File: src/rtl/mem_bus_interconnect_pkg.sv
// +------------------------------------------------------------------+
// | mem_bus_interconnect_pkg                                          |
// | Shared state encodings and default ROM/RAM region map.            |
// | Revision: 1.0                                                     |
// +------------------------------------------------------------------+
`default_nettype none

package mem_bus_interconnect_pkg;

   typedef enum logic [1:0] {
      BUS_IDLE   = 2'd0,
      BUS_ACCESS = 2'd1,
      BUS_RESP   = 2'd2,
      BUS_ERR    = 2'd3
   } bus_state_t;

   localparam logic [31:0] c_rom_base = 32'h0000_0000;
   localparam logic [31:0] c_rom_size = 32'h0000_1000;
   localparam logic [31:0] c_ram_base = 32'h0000_1000;
   localparam logic [31:0] c_ram_size = 32'h0000_1000;

   // Slave 0 occupies the low word, so ROM is the highest-priority target.
   localparam logic [63:0] c_default_base = {c_ram_base, c_rom_base};
   localparam logic [63:0] c_default_size = {c_ram_size, c_rom_size};

   function automatic int clog2_min1(input int n);
      return (n > 1) ? $clog2(n) : 1;
   endfunction

endpackage

`default_nettype wire

File: src/rtl/mem_bus_interconnect_if.sv
// +------------------------------------------------------------------+
// | mem_bus_interconnect_if                                           |
// | CPU-side request bus, slave-side select bus and error status.     |
// | Revision: 1.0                                                     |
// +------------------------------------------------------------------+
`default_nettype none

interface mem_bus_interconnect_if #(
   parameter int ADDR_W     = 32,
   parameter int DATA_W     = 8,
   parameter int NUM_SLAVES = 2
);
   logic                         m_req;
   logic                         m_we;
   logic [ADDR_W-1:0]            m_addr;
   logic [DATA_W-1:0]            m_wdata;
   logic [DATA_W-1:0]            m_rdata;
   logic                         m_ready;
   logic                         m_err;
   logic [NUM_SLAVES-1:0]        s_sel;
   logic                         s_we;
   logic [ADDR_W-1:0]            s_addr;
   logic [DATA_W-1:0]            s_wdata;
   logic [NUM_SLAVES*DATA_W-1:0] s_rdata;
   logic [NUM_SLAVES-1:0]        s_ready;
   logic                         err_valid;
   logic [ADDR_W-1:0]            err_addr;
   logic                         err_clear;

   // Environment view: CPU requests plus the memories' responses.
   modport master (
      output m_req, m_we, m_addr, m_wdata, err_clear, s_rdata, s_ready,
      input  m_rdata, m_ready, m_err, s_sel, s_we, s_addr, s_wdata, err_valid, err_addr
   );

   modport slave (
      input  m_req, m_we, m_addr, m_wdata, err_clear, s_rdata, s_ready,
      output m_rdata, m_ready, m_err, s_sel, s_we, s_addr, s_wdata, err_valid, err_addr
   );

endinterface

`default_nettype wire

File: src/rtl/mem_bus_interconnect_addr_region_match.sv
// +------------------------------------------------------------------+
// | addr_region_match                                                 |
// | Flags an address inside [BASE, BASE+SIZE) without wrap-around.    |
// | Revision: 1.0                                                     |
// +------------------------------------------------------------------+
`default_nettype none

module addr_region_match #(
   parameter int                ADDR_W = 32,
   parameter logic [ADDR_W-1:0] BASE   = '0,
   parameter logic [ADDR_W-1:0] SIZE   = '0
) (
   input  logic [ADDR_W-1:0] addr,
   output logic              hit
);

   localparam logic [ADDR_W:0] c_base = {1'b0, BASE};
   localparam logic [ADDR_W:0] c_size = {1'b0, SIZE};

   logic [ADDR_W:0] w_off;

   // Below-base addresses borrow into the extra MSB and so never compare below SIZE.
   assign w_off = {1'b0, addr} - c_base;
   assign hit   = (w_off < c_size);

endmodule

`default_nettype wire

File: src/rtl/mem_bus_interconnect.sv
// +------------------------------------------------------------------+
// | mem_bus_interconnect                                              |
// | Registered CPU-to-NUM_SLAVES byte-bus router with bus errors.     |
// | Revision: 1.0                                                     |
// +------------------------------------------------------------------+
`default_nettype none

module mem_bus_interconnect
   import mem_bus_interconnect_pkg::*;
#(
   parameter int                           ADDR_W         = 32,
   parameter int                           DATA_W         = 8,
   parameter int                           NUM_SLAVES     = 2,
   parameter logic [NUM_SLAVES*ADDR_W-1:0] SLAVE_BASE     = c_default_base,
   parameter logic [NUM_SLAVES*ADDR_W-1:0] SLAVE_SIZE     = c_default_size,
   parameter int                           TIMEOUT_CYCLES = 16
) (
   input  logic                  clk,
   input  logic                  rst,
   mem_bus_interconnect_if.slave bus
);

   localparam int IDX_W = clog2_min1(NUM_SLAVES);
   localparam int CNT_W = clog2_min1(TIMEOUT_CYCLES + 1);
   localparam logic [CNT_W:0] c_timeout = (CNT_W+1)'(TIMEOUT_CYCLES);

   bus_state_t        r_state;
   bus_state_t        w_state_next;
   logic [NUM_SLAVES-1:0] w_hit;
   logic [IDX_W-1:0]  w_idx;
   logic [ADDR_W-1:0] w_off;
   logic              w_sel_ready;
   logic [DATA_W-1:0] w_sel_rdata;
   logic [CNT_W:0]    w_cnt_inc;
   logic              w_timeout;

   logic [IDX_W-1:0]  r_idx;
   logic [ADDR_W-1:0] r_addr;
   logic [ADDR_W-1:0] r_off;
   logic              r_we;
   logic [DATA_W-1:0] r_wdata;
   logic [DATA_W-1:0] r_rdata;
   logic [CNT_W-1:0]  r_cnt;
   logic              r_err_valid;
   logic [ADDR_W-1:0] r_err_addr;

   generate
      for (genvar gi = 0; gi < NUM_SLAVES; gi++) begin : g_match
         addr_region_match #(
            .ADDR_W (ADDR_W),
            .BASE   (SLAVE_BASE[gi*ADDR_W +: ADDR_W]),
            .SIZE   (SLAVE_SIZE[gi*ADDR_W +: ADDR_W])
         ) u_match (
            .addr (bus.m_addr),
            .hit  (w_hit[gi])
         );
      end
   endgenerate

   // Descending scan so the lowest matching index is the last assignment.
   always_comb begin
      w_idx = '0;
      w_off = '0;
      for (int i = NUM_SLAVES - 1; i >= 0; i--) begin
         if (w_hit[i]) begin
            w_idx = IDX_W'(i);
            w_off = bus.m_addr - SLAVE_BASE[i*ADDR_W +: ADDR_W];
         end
      end
   end

   always_comb begin
      w_sel_ready = 1'b0;
      w_sel_rdata = '0;
      for (int i = 0; i < NUM_SLAVES; i++) begin
         if (r_idx == IDX_W'(i)) begin
            w_sel_ready = bus.s_ready[i];
            w_sel_rdata = bus.s_rdata[i*DATA_W +: DATA_W];
         end
      end
   end

   assign w_cnt_inc = {1'b0, r_cnt} + (CNT_W+1)'(1);
   assign w_timeout = (TIMEOUT_CYCLES != 0) && (w_cnt_inc == c_timeout);

   always_ff @(posedge clk) begin
      if (rst) begin
         r_state <= BUS_IDLE;
      end else begin
         r_state <= w_state_next;
      end
   end

   always_comb begin
      w_state_next = r_state;
      bus.m_ready  = 1'b0;
      bus.m_err    = 1'b0;
      bus.m_rdata  = '0;
      bus.s_sel    = '0;
      bus.s_we     = 1'b0;
      bus.s_addr   = '0;
      bus.s_wdata  = '0;
      case (r_state)
         BUS_IDLE: begin
            if (bus.m_req) begin
               w_state_next = (|w_hit) ? BUS_ACCESS : BUS_ERR;
            end
         end
         BUS_ACCESS: begin
            bus.s_sel   = NUM_SLAVES'(1) << r_idx;
            bus.s_we    = r_we;
            bus.s_addr  = r_off;
            bus.s_wdata = r_wdata;
            // A ready arriving on the timeout cycle still completes normally.
            if (w_sel_ready) begin
               w_state_next = BUS_RESP;
            end else if (w_timeout) begin
               w_state_next = BUS_ERR;
            end
         end
         BUS_RESP: begin
            bus.m_ready  = 1'b1;
            bus.m_rdata  = r_rdata;
            w_state_next = BUS_IDLE;
         end
         BUS_ERR: begin
            bus.m_ready  = 1'b1;
            bus.m_err    = 1'b1;
            w_state_next = BUS_IDLE;
         end
         default: begin
            w_state_next = BUS_IDLE;
         end
      endcase
   end

   always_ff @(posedge clk) begin
      if (rst) begin
         r_idx       <= '0;
         r_addr      <= '0;
         r_off       <= '0;
         r_we        <= 1'b0;
         r_wdata     <= '0;
         r_rdata     <= '0;
         r_cnt       <= '0;
         r_err_valid <= 1'b0;
         r_err_addr  <= '0;
      end else begin
         if ((r_state == BUS_IDLE) && bus.m_req) begin
            r_idx   <= w_idx;
            r_addr  <= bus.m_addr;
            r_off   <= w_off;
            r_we    <= bus.m_we;
            r_wdata <= bus.m_wdata;
            r_cnt   <= '0;
         end
         if (r_state == BUS_ACCESS) begin
            r_cnt <= w_cnt_inc[CNT_W-1:0];
            if (w_sel_ready) begin
               r_rdata <= r_we ? '0 : w_sel_rdata;
            end
         end
         // Raising a new error takes precedence over a same-cycle clear.
         if (r_state == BUS_ERR) begin
            r_err_valid <= 1'b1;
            r_err_addr  <= r_addr;
         end else if (bus.err_clear) begin
            r_err_valid <= 1'b0;
         end
      end
   end

   assign bus.err_valid = r_err_valid;
   assign bus.err_addr  = r_err_addr;

endmodule

`default_nettype wire

File: src/flat_wrapper.sv
// flat-port wrapper written by rule: the top's interface ports become plain ports
module mem_bus_interconnect_flat import mem_bus_interconnect_pkg::*;
#(
   parameter int                           ADDR_W         = 32,
   parameter int                           DATA_W         = 8,
   parameter int                           NUM_SLAVES     = 2,
   parameter logic [NUM_SLAVES*ADDR_W-1:0] SLAVE_BASE     = c_default_base,
   parameter logic [NUM_SLAVES*ADDR_W-1:0] SLAVE_SIZE     = c_default_size,
   parameter int                           TIMEOUT_CYCLES = 16
)
  (clk, rst, bus_m_req, bus_m_we, bus_m_addr, bus_m_wdata, bus_err_clear, bus_s_rdata, bus_s_ready, bus_m_rdata, bus_m_ready, bus_m_err, bus_s_sel, bus_s_we, bus_s_addr, bus_s_wdata, bus_err_valid, bus_err_addr);
  mem_bus_interconnect_if #(.ADDR_W(ADDR_W), .DATA_W(DATA_W), .NUM_SLAVES(NUM_SLAVES)) bus_i ();
  input  logic clk;
  input  logic rst;
  input wire logic [$bits(bus_i.m_req)-1:0] bus_m_req;
  input wire logic [$bits(bus_i.m_we)-1:0] bus_m_we;
  input wire logic [$bits(bus_i.m_addr)-1:0] bus_m_addr;
  input wire logic [$bits(bus_i.m_wdata)-1:0] bus_m_wdata;
  input wire logic [$bits(bus_i.err_clear)-1:0] bus_err_clear;
  input wire logic [$bits(bus_i.s_rdata)-1:0] bus_s_rdata;
  input wire logic [$bits(bus_i.s_ready)-1:0] bus_s_ready;
  output wire logic [$bits(bus_i.m_rdata)-1:0] bus_m_rdata;
  output wire logic [$bits(bus_i.m_ready)-1:0] bus_m_ready;
  output wire logic [$bits(bus_i.m_err)-1:0] bus_m_err;
  output wire logic [$bits(bus_i.s_sel)-1:0] bus_s_sel;
  output wire logic [$bits(bus_i.s_we)-1:0] bus_s_we;
  output wire logic [$bits(bus_i.s_addr)-1:0] bus_s_addr;
  output wire logic [$bits(bus_i.s_wdata)-1:0] bus_s_wdata;
  output wire logic [$bits(bus_i.err_valid)-1:0] bus_err_valid;
  output wire logic [$bits(bus_i.err_addr)-1:0] bus_err_addr;
  assign bus_i.m_req = bus_m_req;
  assign bus_i.m_we = bus_m_we;
  assign bus_i.m_addr = bus_m_addr;
  assign bus_i.m_wdata = bus_m_wdata;
  assign bus_i.err_clear = bus_err_clear;
  assign bus_i.s_rdata = bus_s_rdata;
  assign bus_i.s_ready = bus_s_ready;
  assign bus_m_rdata = bus_i.m_rdata;
  assign bus_m_ready = bus_i.m_ready;
  assign bus_m_err = bus_i.m_err;
  assign bus_s_sel = bus_i.s_sel;
  assign bus_s_we = bus_i.s_we;
  assign bus_s_addr = bus_i.s_addr;
  assign bus_s_wdata = bus_i.s_wdata;
  assign bus_err_valid = bus_i.err_valid;
  assign bus_err_addr = bus_i.err_addr;
  mem_bus_interconnect #(.ADDR_W(ADDR_W), .DATA_W(DATA_W), .NUM_SLAVES(NUM_SLAVES), .SLAVE_BASE(SLAVE_BASE), .SLAVE_SIZE(SLAVE_SIZE), .TIMEOUT_CYCLES(TIMEOUT_CYCLES)) u_core (.clk(clk), .rst(rst), .bus(bus_i));
endmodule
File: config.mk
export PLATFORM = sky130hd
export DESIGN_NAME = mem_bus_interconnect_flat
export DESIGN_NICKNAME = d
export VERILOG_FILES = /design/src/rtl/mem_bus_interconnect_pkg.sv /design/src/rtl/mem_bus_interconnect_if.sv /design/src/rtl/mem_bus_interconnect_addr_region_match.sv /design/src/rtl/mem_bus_interconnect.sv /design/src/flat_wrapper.sv
export SDC_FILE = /design/constraint.sdc
export NUM_CORES = 1
export LEC_CHECK = 0
export BUFFER_PORTS_ARGS = -buffer_cell sky130_fd_sc_hd__buf_2
export CAP_MARGIN = 0
export CORE_MARGIN = 1.5
export CORE_UTILIZATION = 50
export CTS_BUF_LIST = sky130_fd_sc_hd__clkbuf_8 sky130_fd_sc_hd__clkbuf_16
export DETAILED_ROUTE_END_ITERATION = 7
export PLACE_DENSITY = 0.76
export SYNTH_ARGS = -nofsm -noshare
export SYNTH_HDL_FRONTEND = slang
export SYNTH_HIERARCHICAL = 1
export SYNTH_SLANG_ARGS = --single-unit
export TNS_END_PERCENT = 20
File: constraint.sdc
create_clock -name clk -period 8.5 [get_ports clk]
set_clock_uncertainty 0.1 [all_clocks]
set_input_delay 1.7 -clock clk [delete_from_list [all_inputs] [get_ports clk]]
set_output_delay 1.7 -clock clk [all_outputs]
set_load 0.1 [all_outputs]
==> results of run 1 <==
cell usage in the layout (no fill, tap or decap), types with 6 or more instances in the layout:
cell	instances
o21ai_0	17
nand3_1	25
xor2_1	7
clkbuf_16	16
nand4_1	7
buf_2	147
mux2i_1	20
nand2_1	187
nor3_1	10
nor4_1	12
dfxtp_1	122
buf_4	6
inv_1	12
a21oi_1	96
or4_1	6
nor2_1	46
and2_1	51
or3_1	8
power groups by stage:
stage	clock, mW	sequential [mW]	combinational [mW]
after floorplan	0	0.619	0.0922
after global placement	0	0.613	0.146
after detailed placement	0	0.614	0.149
after CTS	0.669	0.602	0.149
after global routing	0.701	0.604	0.164
final	0.661	0.602	0.150
registers in the layout, indices dropped and copies added (netlist names):
| register | flops |
|---|---|
| u_core/r_state | 2 |
| u_core/r_off | 32 |
| u_core/bus.err_addr | 32 |
| u_core/r_wdata | 8 |
| u_core/r_rdata | 8 |
| u_core/r_cnt | 5 |
| u_core/r_we | 1 |
| u_core/r_idx | 1 |
| u_core/r_addr | 32 |
| u_core/bus.err_valid | 1 |
area by class of cell:
type | instances | area, um^2
fill | 954 | 3950
tap | 140 | 175
clock buffer | 18 | 428
clock inverter | 13 | 115
multi-input combinational | 553 | 2920
sequential | 122 | 2440
inverter | 7 | 26.3
timing repair buffer | 153 | 781
through the flow:
stage	power, mW	utilization (%)	hold slack [ns]	cells
5_1_grt	1.47	63.6	0.370	1006
4_1_cts	1.42	63.6	0.349	1006
6_report	1.41	63.6	0.348	1006
3_5_place_dp	0.763	58.6	0.339	975
2_1_floorplan	0.711	-	0.317	728
3_3_place_gp	0.760	58.6	0.335	975
tightest hold or removal path: stages (launching register included):
cell and delay (ns):
dfxtp_1 0.30, nand2_1 0.05, a21oi_1 0.05
metal layers:
| layer | GRT usage (%) | wire length, um | part of all wire [%] | vias to the layer above |
|---|---|---|---|---|
| li1 | - | - | - | 2727 |
| met1 | 35.2 | 6840 | 45 | 2561 |
| met2 | 41.3 | 6920 | 46 | 226 |
| met3 | 6.09 | 1110 | 7.3 | 32 |
| met4 | 9.30 | 269 | 1.8 | 0 |
| met5 | 0 | 0 | 0 | - |
cell usage after synthesis (3+ instances only):
cell / n / share of area [%]
xnor2_1: 4 / 0.63
xor2_1: 7 / 1.1
nor3b_1: 4 / 0.54
or4_1: 6 / 0.81
nor3_1: 10 / 0.90
clkbuf_1: 33 / 2.2
nand2_1: 187 / 13
nor2_1: 46 / 3.1
o21ai_0: 17 / 1.5
o211ai_1: 5 / 0.68
nand3_1: 25 / 2.3
dfxtp_1: 122 / 44
and2_1: 51 / 5.7
nand3b_1: 3 / 0.41
nand2b_1: 5 / 0.56
nor4b_1: 5 / 0.79
mux2i_1: 20 / 3.6
nor2b_1: 6 / 0.68
nand4_1: 7 / 0.79
or3_1: 8 / 0.90
buf_1: 12 / 0.81
nor4_1: 12 / 1.4
ha_1: 3 / 0.68
inv_1: 7 / 0.47
a21oi_1: 96 / 8.6
how the worst max path moves through the flow:
stage | from | to | slack, ns
floorplan | bus_m_addr[12] | u_core/r_off[28] | 3.86
global placement | bus_m_addr[12] | u_core/r_off[28] | 3.55
detailed placement | bus_m_addr[12] | u_core/r_off[28] | 3.43
CTS | bus_m_addr[12] | u_core/r_off[28] | 3.93
global route | bus_m_addr[12] | u_core/r_off[27] | 3.61
finish | bus_m_addr[12] | u_core/r_off[28] | 3.91
cells by family after synthesis:
group | count (synthesis)
AND/OR/NAND/NOR | 381
AO/OA/AOI/OAI | 138
flip-flops | 122
buffers and inverters | 53
multiplexers | 20
XOR/XNOR | 11
adder cells (fa/ha/maj) | 3
==> impl_metrics.env, run 1 <==
export IMPL_path_cells="buf_2, inv_1, ha_1, nor4b_1, nand2_1, a2111oi_0, o211ai_1, a2111oi_1, buf_4, nor2_1, or3_1, or4_1, nand3_1"
export IMPL_max_slew_margin_rel_pct=27.3
export IMPL_avgSynthCellArea_um2=7.64
export IMPL_wire_per_inst_um=15.1
export IMPL_grt_pass1_wl_um=24600
export IMPL_cp_required_ns=8.84
export IMPL_area_growth_syn_to_layout_pct=24.0
export IMPL_path_depth=13
export IMPL_r2r_slack_ns=5.61
export IMPL_path_buf_inv=3
export IMPL_synth_edf_count=0
export IMPL_die_height_um=108
export IMPL_hp_start="u_core/bus.err_addr[3]"
export IMPL_fin_crit_ns=4.59
export IMPL_clk_pin_slew_worst_paths_ns=0.05
export IMPL_fin_area_mm2=0.00689
export IMPL_grt_overflow_total=0
export IMPL_grt_max_degree=112
export IMPL_worstMarginPinSlew_ns=1.09
export IMPL_p_int_mw=1.05
export IMPL_vias=5546
export IMPL_cts_made_buffers=17
export IMPL_pwr_share_comb_pct=10.6
export IMPL_post_cts_buffers=0
export IMPL_ys_warn_count=6
export IMPL_drive_gt1_share_pct=21.7
export IMPL_grt_usage_pct=26.3
export IMPL_worstSkewPairLatency_ns=0.50
export IMPL_htreeDepth=4
export IMPL_syn_area_mm2=0.00556
export IMPL_end_kind="flip-flop"
export IMPL_grt_pass1_vias=5165
export IMPL_p_leak_nw=2.86
export IMPL_gp_congestion=0.897
export IMPL_cp_start_kind="input pin"
export IMPL_r2r_start="u_core/r_state[1]"
export IMPL_critPathMaxStageDelay_ns=0.55
export IMPL_drtIter0Drc=415
export IMPL_clock_root_buffer="clkbuf_8"
export IMPL_cp_max_fo=12
export IMPL_portBuffers=148
export IMPL_yosys_mux_area_fraction_pct=3.60
export IMPL_cpMaxStageDelayCell="or4_1"
export IMPL_synthDistinctLibCells=45
export IMPL_syn_num_nets=794
export IMPL_antenna_found_initial=0
export IMPL_async_reset_ff_share_pct=0
export IMPL_reg2reg_depth=5
export IMPL_power_density_mw_per_mm2=205
export IMPL_synth_top_family_by_area="simple AND/OR/NAND/NOR gates"
export IMPL_fin_setup_tns_ns=0
export IMPL_dpl_cell_area_mm2=0.00635
export IMPL_setup_viol=0
export IMPL_crit_arrival_ns=4.93
export IMPL_clockPowerShare_pct=46.8
export IMPL_rr_endpoint="u_core/r_off[28]"
export IMPL_die_w_um=108
export IMPL_path_class="input pin to flip-flop"
export IMPL_route_detailed_drc=0
export IMPL_grt_setup_unrepaired="false"
export IMPL_nets=920
export IMPL_cts_tree="done"
export IMPL_final_antenna_net_count=0
export IMPL_crit_family="simple AND/OR/NAND/NOR gates"
export IMPL_synthSimpleGateAreaFrac_pct=32.5
export IMPL_synth_cells=728
export IMPL_max_clock_freq_ghz=0.218
export IMPL_synthAdderAreaFrac_pct=0.675
export IMPL_post_place_ws_ns=3.43
export IMPL_synth_seq_cells=122
export IMPL_first_pass_iters=5
export IMPL_finalWirelength_um=15100
export IMPL_holdPathStages=2
export IMPL_die_area_mm2=0.0118
export IMPL_cts_sinks=122
export IMPL_status="finished, final reports clean"
export IMPL_setup_slack_ns=3.91
export IMPL_hold_class="flip-flop to flip-flop"
export IMPL_ys_seq_area_share_pct=43.9
export IMPL_detailed_place_hpwl_um=10100
export IMPL_core_mm2=0.0108
export IMPL_synth_compound_area_share_pct=14.0
export IMPL_avgViaCountPerCell=5.51
export IMPL_start_util_pct=51.3
export IMPL_drv_cap=0
export IMPL_synth_xor_xnor_area_share_pct=1.73
export IMPL_ios=149
export IMPL_cts_resized=0
export IMPL_num_rows=38
export IMPL_ctsLongestPathBuffers=2
export IMPL_synth_top_flop_cell="dfxtp_1"
export IMPL_finalCritPeriodShare_pct=54.0
export IMPL_holdPathEnd="u_core/bus.err_addr[3]"
export IMPL_p_seq_share_pct=42.6
export IMPL_cts_hold_buffers=0
export IMPL_switching_share_pct=26.0
export IMPL_ir_drop_uv=123
export IMPL_power_switching_mw=0.368
export IMPL_final_hold_viol_count=0
export IMPL_insertedDiodeCount=0
export IMPL_slew_violations=0
Power figures use the tool's default switching activity.
==> run 2, diff against run 1 <==
Settings changed: CORE_UTILIZATION 50 to 48, PLACE_DENSITY 0.76 to 0.77.
Clock period 8.5 ns to 3.92 ns, I/O delays scaled along.
==> run 2 against run 1 <==
  * Non-clock buffer count increased by 10
  * Combinational power increased by 120%
  * Flip-flop and latch count unchanged
  * Cell area increased by 1.8%
  * Total power increased by 120%
  * Cell count increased by 1.4%
  * Hold slack improved by 0.0011 ns
  * Via count decreased by 0.92%
  * Critical path type unchanged
  * Critical path depth unchanged
  * First-iteration DRC count decreased by 1.2%
  * Highest routed layer unchanged
==> impl_metrics.env, run 2 (same netlist as run 1, synthesis figures left out) <==
export IMPL_status="finished, final reports clean"
export IMPL_clock_root_buffer="clkbuf_16"
export IMPL_crit_arrival_ns=3.73
export IMPL_finalWirelength_um=14900
export IMPL_fin_cells=1020
export IMPL_most_common_layout_cells="nand2_1, buf_2, dfxtp_1"
export IMPL_slew_violations=0
export IMPL_setup_slack_ns=0.447
export IMPL_cts_hold_buffers=0
export IMPL_power_switching_mw=0.848
export IMPL_p_leak_nw=2.90
export IMPL_post_cts_buffers=0
export IMPL_worstSkewPairLatency_ns=0.41
export IMPL_dpl_cell_area_mm2=0.00643
export IMPL_holdPathEnd="u_core/bus.err_addr[9]"
export IMPL_cts_sinks=122
export IMPL_postLayoutCoreUtil_pct=61.7
export IMPL_grt_overflow_total=0
export IMPL_insertedDiodeCount=0
export IMPL_cp_start_kind="input pin"
export IMPL_r2r_start="u_core/r_state[1]"
export IMPL_route_detailed_drc=0
export IMPL_dp_cells=988
export IMPL_fin_area_mm2=0.00701
export IMPL_cts_resized=0
export IMPL_rr_endpoint="u_core/r_off[31]"
export IMPL_cts_made_buffers=17
export IMPL_cp_required_ns=4.17
export IMPL_ios=149
export IMPL_start_util_pct=48.9
export IMPL_ctsLongestPathBuffers=2
export IMPL_antenna_found_initial=0
export IMPL_area_growth_syn_to_layout_pct=26.2
export IMPL_cp_max_fo=9
export IMPL_grt_usage_pct=24.2
export IMPL_grt_setup_unrepaired="false"
export IMPL_die_area_mm2=0.0122
export IMPL_max_slew_margin_rel_pct=39.8
export IMPL_path_cells="buf_2, inv_1, ha_1, nor4b_1, nand2_1, a2111oi_0, o211ai_1, a2111oi_1, buf_4, o21bai_1, nor2_1, o311ai_0, nand3_1"
export IMPL_critPathMaxStageDelay_ns=0.59
export IMPL_regArea_mm2=0.00244
export IMPL_r2r_slack_ns=1.60
export IMPL_fillers=1058
export IMPL_nets=930
export IMPL_worstMarginPinSlew_ns=0.900
export IMPL_pwr_share_comb_pct=10.5
export IMPL_path_class="input pin to flip-flop"
export IMPL_setup_viol=0
export IMPL_switching_share_pct=26.7
export IMPL_grt_pass1_wl_um=24200
export IMPL_fin_setup_tns_ns=0
export IMPL_ir_drop_uv=308
export IMPL_clk_pin_slew_worst_paths_ns=0.06
export IMPL_crit_family="compound AO/OA/AOI/OAI gates"
export IMPL_portBuffers=148
export IMPL_avgViaCountPerCell=5.39
export IMPL_total_power_mw=3.17
export IMPL_drtIter0Drc=410
export IMPL_path_buf_inv=3
export IMPL_gp_congestion=0.921
export IMPL_layout_commonest_cell="nand2_1"
export IMPL_fin_hold_ws_ns=0.349
export IMPL_reg2reg_depth=5
export IMPL_holdPathStages=2
export IMPL_die_height_um=111
export IMPL_hp_start="u_core/r_addr[9]"
export IMPL_final_hold_viol_count=0
export IMPL_wire_per_inst_um=14.6
export IMPL_vias=5495
export IMPL_cts_tree="done"
export IMPL_die_w_um=111
export IMPL_finalCritPeriodShare_pct=88.6
export IMPL_grt_max_degree=66
export IMPL_post_place_ws_ns=0.116
export IMPL_p_seq_share_pct=41.1
export IMPL_max_clock_freq_ghz=0.288
export IMPL_fin_crit_ns=3.47
export IMPL_hold_class="flip-flop to flip-flop"
export IMPL_htreeDepth=4
export IMPL_multi_input_area_mm2=0.00292
export IMPL_final_antenna_net_count=0
export IMPL_detailed_place_hpwl_um=9810
export IMPL_power_density_mw_per_mm2=452
export IMPL_cpMaxStageDelayCell="a2111oi_1"
export IMPL_num_rows=39
export IMPL_first_pass_iters=5
export IMPL_core_mm2=0.0114
export IMPL_drv_cap=0
export IMPL_clockPowerShare_pct=48.4
export IMPL_grt_pass1_vias=4899
export IMPL_drive_gt1_share_pct=23.1
export IMPL_p_int_mw=2.33
export IMPL_end_kind="flip-flop"
-- run 2: cell count changes in the layout (fill, tap and decap cells not counted), moves of 2 or more --
cell | previous run | this run
buf_4 | 6 | 16
inv_1 | 12 | 8
clkinvlp_4 | 1 | 4
inv_6 | 0 | 3
clkinv_2 | 4 | 2
-- run 2: area by class of cell --
cell class	instances	area share (%)
well taps	143	2.55
repair buffers	163	12.2
flip-flops and latches	122	34.8
clock buffers	18	6.26
multi-input cells	553	41.7
inverters	7	0.375
clock inverters	14	2.10
-- run 2: worst max-delay path by stage --
stage / cells past startpoint / startpoint / to / slack [ns]
after floorplan: 11 / bus_m_addr[12] / u_core/r_off[28] / 0.19
after global placement: 12 / bus_m_addr[12] / u_core/r_off[28] / 0.1
after detailed placement: 12 / bus_m_addr[12] / u_core/r_off[27] / 0.12
after CTS: 12 / bus_m_addr[12] / u_core/r_off[27] / 0.53
after global routing: 13 / bus_m_addr[12] / u_core/r_off[29] / 0.17
final: 13 / bus_m_addr[12] / u_core/r_off[31] / 0.45
-- run 2: power by group through the flow --
stage	Clock (mW)	Combinational, mW	Sequential (mW)
3_3_place_gp	0	0.326	1.33
3_5_place_dp	0	0.328	1.33
5_1_grt	1.62	0.362	1.31
6_report	1.54	0.332	1.30
2_1_floorplan	0	0.200	1.34
4_1_cts	1.56	0.329	1.30
-- run 2: metal layers --
layer	wire [um]	GRT usage (%)
met1	6920	33.1
met2	6790	36.7
met3	808	4.99
met4	355	10.9
met5	0	0
-- run 2: tightest hold or removal path, delay by kind of cell (launching register included) --
family | cells | cell delay (ns)
DFF | 1 | 0.31
and+or+nand+nor | 1 | 0.05
AOI/OAI and AO/OA | 1 | 0.05
==> run 3, diff against run 2 <==
Settings changed: CORE_UTILIZATION 48 to 35, PLACE_DENSITY 0.77 to default.
==> run 3 against run 2 <==
  * Routed wire length rose by 4.2%
  * Non-clock buffer count rose by 1
  * Worst setup slack got worse by 0.043 ns
  * Flip-flop and latch count did not move
  * Total power rose by 8.8%
  * Die area rose by 36%
  * Core utilization fell by 15 points
  * Critical path type unchanged
  * Largest cell class unchanged
  * Highest routed layer unchanged
==> impl_metrics.env, run 3 (same netlist as run 1, synthesis figures left out) <==
export IMPL_status="finished, final reports clean"
export IMPL_grt_setup_unrepaired="false"
export IMPL_fin_setup_tns_ns=0
export IMPL_cts_hold_buffers=0
export IMPL_drive_gt1_share_pct=23.2
export IMPL_gp_congestion=0.872
export IMPL_most_common_layout_cells="nand2_1, buf_2, dfxtp_1"
export IMPL_cp_required_ns=4.17
export IMPL_post_place_ws_ns=0.0496
export IMPL_clk_pin_slew_worst_paths_ns=0.06
export IMPL_grt_usage_pct=18.5
export IMPL_grt_max_degree=104
export IMPL_nets=931
export IMPL_cts_tree="done"
export IMPL_finalWirelength_um=15500
export IMPL_final_antenna_net_count=0
export IMPL_startpoint="bus_m_addr[12]"
export IMPL_grt_pass1_wl_um=24400
export IMPL_r2r_slack_ns=1.68
export IMPL_dp_cells=1057
export IMPL_multi_input_area_mm2=0.00293
export IMPL_detailed_place_hpwl_um=10300
export IMPL_layout_commonest_cell="nand2_1"
export IMPL_hold_class="flip-flop to flip-flop"
export IMPL_core_mm2=0.0154
export IMPL_first_pass_iters=8
export IMPL_regArea_mm2=0.00244
export IMPL_fin_crit_ns=3.52
export IMPL_max_clock_freq_ghz=0.284
export IMPL_power_density_mw_per_mm2=478
export IMPL_finalCritPeriodShare_pct=89.7
export IMPL_wire_per_inst_um=14.2
export IMPL_die_height_um=129
export IMPL_portBuffers=148
export IMPL_setup_slack_ns=0.403
export IMPL_p_leak_nw=2.96
export IMPL_crit_arrival_ns=3.77
export IMPL_hp_start="u_core/r_off[8]"
export IMPL_max_slew_margin_rel_pct=27.3
export IMPL_grt_overflow_total=0
export IMPL_clock_root_buffer="clkbuf_16"
export IMPL_total_power_mw=3.45
export IMPL_drtIter0Drc=398
export IMPL_grt_pass1_vias=4753
export IMPL_ios=149
export IMPL_final_hold_viol_count=0
export IMPL_worstSkewPairLatency_ns=0.41
export IMPL_reg2reg_depth=4
export IMPL_post_cts_buffers=0
export IMPL_rr_endpoint="u_core/r_off[27]"
export IMPL_route_detailed_drc=0
export IMPL_fillers=1585
export IMPL_cts_sinks=122
export IMPL_die_w_um=129
export IMPL_holdPathStages=2
export IMPL_cts_made_buffers=17
export IMPL_htreeDepth=4
export IMPL_insertedDiodeCount=0
export IMPL_cp_max_fo=3
export IMPL_end_kind="flip-flop"
export IMPL_num_rows=45
export IMPL_path_class="input pin to flip-flop"
export IMPL_holdPathEnd="u_core/r_off[8]"
export IMPL_fin_cells=1089
export IMPL_vias=5497
export IMPL_ctsLongestPathBuffers=2
export IMPL_cts_resized=0
export IMPL_antenna_found_initial=0
export IMPL_worstMarginPinSlew_ns=1.09
export IMPL_cp_start_kind="input pin"
export IMPL_drv_cap=0
export IMPL_start_util_pct=36.2
export IMPL_avgViaCountPerCell=5.05
export IMPL_slew_violations=0
export IMPL_die_area_mm2=0.0166
export IMPL_area_growth_syn_to_layout_pct=29.9
export IMPL_ir_drop_uv=302
export IMPL_setup_viol=0
export IMPL_r2r_start="u_core/r_state[1]"
-- run 3: cell count changes in the layout (fill, tap and decap cells not counted), sizes merged --
cell / change
buf: +1
clkinvlp: -2
bufinv: +4
clkinv: -2
-- run 3: area by class of cell --
class | instances | area share [%]
multi-input cells | 553 | 40.6
flip-flops and latches | 122 | 33.8
repair buffers | 164 | 12.2
clock buffers | 18 | 6.08
well taps | 211 | 3.66
clock inverters | 14 | 3.36
inverters | 7 | 0.364
-- run 3: worst max path at each step --
stage | slack (ns) | end | cells after the start
after floorplan | 0.19 | u_core/r_off[28] | 11
after global placement | 0.1 | u_core/r_off[27] | 12
after detailed placement | 0.05 | u_core/r_off[28] | 12
after CTS | 0.48 | u_core/r_off[28] | 12
after global routing | 0.19 | u_core/r_off[27] | 12
final | 0.40 | u_core/r_off[27] | 12
-- run 3: per-layer routing --
layer / GRT usage [%] / part of all wire, % / up-vias / routed length, um
met5: 0 / 0 / - / 0
li1: - / - / 2760 / -
met3: 4.87 / 5.3 / 19 / 825
met4: 5.68 / 1.1 / 0 / 166
met1: 25.6 / 48 / 2538 / 7500
met2: 28.2 / 45 / 180 / 7000
-- run 3: where the power goes --
| group | total [mW] | internal (mW) | switching [mW] |
|---|---|---|---|
| Clock | 1.81 | 1.21 | 0.596 |
| Sequential | 1.30 | 1.28 | 0.0240 |
| Combinational | 0.337 | 0.0928 | 0.244 |
| Total | 3.45 | 2.59 | 0.864 |
-- run 3: stage by stage --
step           utilization [%]  cell area, um^2  hold WS, ns
2_1_floorplan                -             5560        0.317
3_3_place_gp              42.5             6540        0.335
3_5_place_dp              42.5             6540        0.339
4_1_cts                   47.0             7220        0.347
5_1_grt                   47.0             7220        0.367
6_report                  47.0             7220        0.345
-- run 3: worst max-delay path, cell delays in order --
cell and delay [ns]:
buf_2 0.09, inv_1 0.04, ha_1 0.26, nor4b_1 0.26, nand2_1 0.08, a2111oi_0 0.37, o211ai_1 0.19, a2111oi_1 0.55
nor2_1 0.15, or3_1 0.37, or4_1 0.52, nand3_1 0.09
